File: config.mk
export PLATFORM = sky130hd
export DESIGN_NAME = apb_master_ctrl
export DESIGN_NICKNAME = d
export VERILOG_FILES = /design/src/rtl/apb_master_ctrl.sv
export SDC_FILE = /design/constraint.sdc
export NUM_CORES = 1
export LEC_CHECK = 0
export CORE_MARGIN = 2
export CORE_UTILIZATION = 30
export DETAILED_ROUTE_END_ITERATION = 6
export PLACE_DENSITY = 0.62
export SLEW_MARGIN = 20
export SYNTH_ARGS = -nofsm -noshare
export SYNTH_HDL_FRONTEND = slang
export SYNTH_SLANG_ARGS = --single-unit
File: constraint.sdc
create_clock -name rclk -period 1.8 [get_ports rclk]
set_clock_uncertainty 0.2 [all_clocks]
set_input_delay 0.36 -clock rclk [delete_from_list [all_inputs] [get_ports rclk]]
set_output_delay 0.36 -clock rclk [all_outputs]
set_load 0.01 [all_outputs]
File: src/rtl/apb_master_ctrl.sv
// apb_master_ctrl: drains the bridge FIFO read port and issues each entry as an APB write, all on rclk.
// Optional feature macro APB_TIMEOUT_EN adds an ACCESS wait-state timeout with a sticky tout flag.
//
//  state    | meaning
//  ---------+-------------------------------------------------------------
//  S_IDLE   | no transfer; pops the FIFO head as soon as it is non-empty
//  S_SETUP  | APB setup phase (psel=1, penable=0), always exactly one cycle
//  S_ACCESS | APB access phase (psel=1, penable=1), waits for pready
module apb_master_ctrl #(
    parameter int DSIZE       = 32,
    parameter int AWIDTH      = 32,
    parameter int ECNT_W      = 8,
    parameter int TIMEOUT_CYC = 16
) (
    input  logic              rclk,
    input  logic              rrst_n,
    input  logic              fifo_rempty,
    input  logic [DSIZE-1:0]  fifo_rdata,
    input  logic [AWIDTH-1:0] fifo_addr,
    output logic              fifo_rinc,
    output logic [AWIDTH-1:0] paddr,
    output logic [DSIZE-1:0]  pwdata,
    output logic              pwrite,
    output logic              psel,
    output logic              penable,
    input  logic              pready,
    input  logic              pslverr,
    output logic              busy,
    output logic [ECNT_W-1:0] err_count,
    output logic              tout
);

    typedef enum logic [1:0] {
        S_IDLE   = 2'd0,
        S_SETUP  = 2'd1,
        S_ACCESS = 2'd2
    } state_t;

    state_t            r_state;
    state_t            w_next;
    logic              w_pop;
    logic              w_err_inc;
    logic              w_limit;
    logic [AWIDTH-1:0] r_paddr;
    logic [DSIZE-1:0]  r_pwdata;
    logic              r_pwrite;
    logic              r_psel;
    logic              r_penable;
    logic [ECNT_W-1:0] r_err_count;

    if (TIMEOUT_CYC < 2) begin : g_bad_timeout
        $error("apb_master_ctrl: TIMEOUT_CYC must be at least 2");
    end

`ifdef APB_TIMEOUT_EN
    localparam int CNT_W = $clog2(TIMEOUT_CYC);
    localparam logic [CNT_W-1:0] CNT_LAST = CNT_W'(TIMEOUT_CYC - 1);

    logic [CNT_W-1:0] r_wait_cnt;
    logic             r_tout;

    assign w_limit = (r_wait_cnt == CNT_LAST);
`else
    assign w_limit = 1'b0;
`endif

    always_comb begin
        w_next    = r_state;
        w_pop     = 1'b0;
        w_err_inc = 1'b0;
        case (r_state)
            S_IDLE: begin
                if (!fifo_rempty) begin
                    w_pop  = 1'b1;
                    w_next = S_SETUP;
                end
            end
            S_SETUP: begin
                w_next = S_ACCESS;
            end
            S_ACCESS: begin
                // completion on pready takes priority over a timeout in the same cycle
                if (pready) begin
                    w_err_inc = pslverr;
                    if (!fifo_rempty) begin
                        w_pop  = 1'b1;
                        w_next = S_SETUP;
                    end else begin
                        w_next = S_IDLE;
                    end
                end else if (w_limit) begin
                    w_err_inc = 1'b1;
                    w_next    = S_IDLE;
                end
            end
            default: begin
                w_next = S_IDLE;
            end
        endcase
    end

    always_ff @(posedge rclk or negedge rrst_n) begin
        if (!rrst_n) begin
            r_state     <= S_IDLE;
            r_paddr     <= '0;
            r_pwdata    <= '0;
            r_pwrite    <= 1'b0;
            r_psel      <= 1'b0;
            r_penable   <= 1'b0;
            r_err_count <= '0;
        end else begin
            r_state   <= w_next;
            r_psel    <= (w_next != S_IDLE);
            r_penable <= (w_next == S_ACCESS);
            if (w_pop) begin
                r_paddr  <= fifo_addr;
                r_pwdata <= fifo_rdata;
                r_pwrite <= 1'b1;
            end else if (w_next == S_IDLE) begin
                r_pwrite <= 1'b0;
            end
            if (w_err_inc && (r_err_count != {ECNT_W{1'b1}})) begin
                r_err_count <= r_err_count + ECNT_W'(1);
            end
        end
    end

`ifdef APB_TIMEOUT_EN
    // SETUP always leads to ACCESS, so clearing here restarts the count on every ACCESS entry
    always_ff @(posedge rclk or negedge rrst_n) begin
        if (!rrst_n) begin
            r_wait_cnt <= '0;
            r_tout     <= 1'b0;
        end else begin
            if (r_state == S_SETUP) begin
                r_wait_cnt <= '0;
            end else if ((r_state == S_ACCESS) && !pready && !w_limit) begin
                r_wait_cnt <= r_wait_cnt + CNT_W'(1);
            end
            if ((r_state == S_ACCESS) && !pready && w_limit) begin
                r_tout <= 1'b1;
            end
        end
    end

    assign tout = r_tout;
`else
    assign tout = 1'b0;
`endif

    // the pop strobe is held low while reset is asserted even if the FIFO head is valid
    assign fifo_rinc = w_pop & rrst_n;
    assign paddr     = r_paddr;
    assign pwdata    = r_pwdata;
    assign pwrite    = r_pwrite;
    assign psel      = r_psel;
    assign penable   = r_penable;
    assign busy      = (r_state != S_IDLE);
    assign err_count = r_err_count;

endmodule

==> results.tsv <==
metric	value	unit
CTS tree	yes	
Netlist Area Pre-Place	0.00300	mm²
Starting Density	30.9	%
failing checks	hold timing, setup timing	
vias in the first global route	2440	
Final WS setup	-133	ps
DP HPWL	4870	µm
Pre-antenna DRT Iters	4	
Tot Pwr	5.99	mW
max-cap violations	0	
worst r2r src	r_state[1]	
Total GRT Usage	15.1	%
run status	finished with violations	
Setup Viol. Count Final	25	
GR Overflow Total	0	
first-pass GRT wire length	12800	µm
Yosys reg bits	77	
pre-CTS WS	-693	ps
Slowest Stage Delay on Critical Path	390	ps
initial drt markers	64	
Mapped Avg Cell Area	15.7	µm²
hold buffers post-CTS	0	
WS Path Type	flip-flop to primary output	
EDFF count, synth	0	
worst slew pin tran	710	ps
detailed-route via count	2247	
Final Instance Count excl. Fillers	506	
post-synth top area share	64.2	%
top cells by count, synth	dfrtp_1 (77), mux2_2 (54), mux2_1 (16), buf_2 (5)	
worst hold slack	-55.4	ps
RSZ-0062 raised after global routing	yes	
CP cell instances	buf_6 -> a211oi_4 -> and2_4 -> buf_6	
Slowest cell on crit path	dfrtp_1	
Die X	104	µm
antenna violations before repair	0	
Rows	36	
FF-to-FF setup slack	-120	ps
share of cells above drive strength 1	32.4	%
peak supply drop	0.607	mV
Reg-to-Reg End	pwdata[22]	
final hold vios	76	
post-synth cell types	31	
Hold WC Path Type	primary input to async pin	
cells after synthesis	191	
PortBufs	145	
CTS Buffer Depth	2	
LEAKAGE	2.52	nW
I/O Pins	147	
most frequent cell after synthesis	dfrtp_1	
CP endpoint kind	primary output	
Reg2Reg Depth	7	
crit share post-route	107	%
Yosys warning count	0	
Max-Slew Margin vs Limit	52.6	%
dpl cells	468	
WL/cell	16.3	µm
vias per inst	4.44	
H-Tree Depth	3	
P per Cell Area	1120	mW/mm²
Die H	104	µm
Req. time, crit path	1240	ps
most frequent CP cell	buf_6	
post-route ant nets	0	
worst-path maximum fanout	2	
core area	0.00973	mm²
CTS buffer count	9	
Tmin final	1930	ps
async set-reset flop share out of synthesis	100	%
Final Max Tran Viols	0	
Mapped Nets	261	
top cells by area, synth	dfrtp_1 (64%), mux2_2 (20%), mux2_1 (6.0%)	
clk_lat worst skew	340	ps
Root Buffer	clkbuf_8	
# DRC	0	
CP Launch Type	flip-flop	
total wire length	8240	µm
antenna cells	0	
largest net degree at the start of global routing	78	
crit path DAT	1370	ps
Seq/Total Area, Yosys	64.2	%
nets	438	
clk sinks	77	
die footprint	0.0108	mm²
area delta synth->final	77.7	%
fmax	0.517	GHz
clock-pin slew of the registers on the worst-case setup and hold paths	90	ps
cell taking the most area after synthesis	dfrtp_1	
Placer Congestion	0.694	
Post-synth top flop	dfrtp_1	
-- worst max-delay path, delay by kind of cell, from the launching register on --
family | cells | cell delay (ps)
AO/OA/AOI/OAI | 1 | 230
buffers and inverters | 2 | 220
flip-flops | 1 | 390
AND/OR/NAND/NOR | 1 | 190
-- how the worst max path moves through the flow --
stage / from / endpoint / slack [ps]
2_1_floorplan: err_count[0] / err_count[1] / 40
3_3_place_gp: pready / fifo_rinc / -680
3_5_place_dp: pready / fifo_rinc / -690
4_1_cts: r_state[1] / fifo_rinc / -170
5_1_grt: r_state[1] / fifo_rinc / -210
6_report: r_state[1] / fifo_rinc / -130
-- sequential cells by signal, summed over array words and instances (netlist names) --
name,count
paddr,32
pwdata,32
err_count,8
r_state,2
penable,1
psel,1
pwrite,1
-- per-layer routing --
metal / share of wire (%) / vias up / wire length [µm] / GRT usage [%]
met3: 6.3 / 9 / 519 / 4.51
met2: 49 / 76 / 4030 / 25.2
met1: 44 / 1134 / 3600 / 18.8
li1: - / 1028 / - / -
met5: 0 / - / 0 / 0
met4: 1.0 / 0 / 82 / 5.21
-- cells by family after synthesis --
kind of cell             share of synthesized area (%)
flip-flops                                        64.2
multiplexers                                      26.3
AND/OR/NAND/NOR                                   4.00
buffers and inverters                             2.46
AO/OA/AOI/OAI                                     2.25
adder cells (fa/ha/maj)                          0.417
other                                            0.125
XOR/XNOR                                         0.292
-- timing repair --
action	in CTS	in global routing
endpoints found under the setup margin	127	70
gates cloned	4	3
setup buffers	12	6
pin swaps	1	1
resized for setup	112	42
-- cell usage in the layout, fill, tap and decap left out, types with 4 or more instances in the layout --
master / count
mux2_1: 5
dlygate4sd2_1: 71
dlymetal6s2s_1: 4
dfrtp_1: 76
mux2_2: 15
buf_6: 8
clkdlybuf4s50_1: 67
buf_12: 4
mux2_4: 50
clkbuf_8: 9
buf_4: 15
-- report_power, final --
part | total (mW) | leakage [nW] | internal, mW | switching [mW]
combinational | 2.07 | 1.49 | 1.28 | 0.798
clock | 1.57 | 0.116 | 0.922 | 0.644
sequential | 2.34 | 0.913 | 2.14 | 0.205
total | 5.99 | 2.52 | 4.34 | 1.65
-- through the flow --
stage	util, %	hold WS (ps)	area [µm²]	TNS [ps]
floorplan	-	-136	3000	0
CTS	52.7	104	5130	-2400
global route	54.8	12.9	5330	-4300
detailed placement	47.7	275	4640	-43060
finish	54.8	-55.4	5330	-1770
global placement	47.7	265	4640	-40910
-- layout make-up --
type                            count  area, µm²
Inverter                            2       7.51
Tap cell                          133        166
Multi-Input combinational cell    102       1200
Timing Repair Buffer              176       1790
Clock inverter                      6        111
Sequential cell                    77       1930
Fill cell                         876       4400
Clock buffer                       10        128
(Power assumes the default switching activity.)
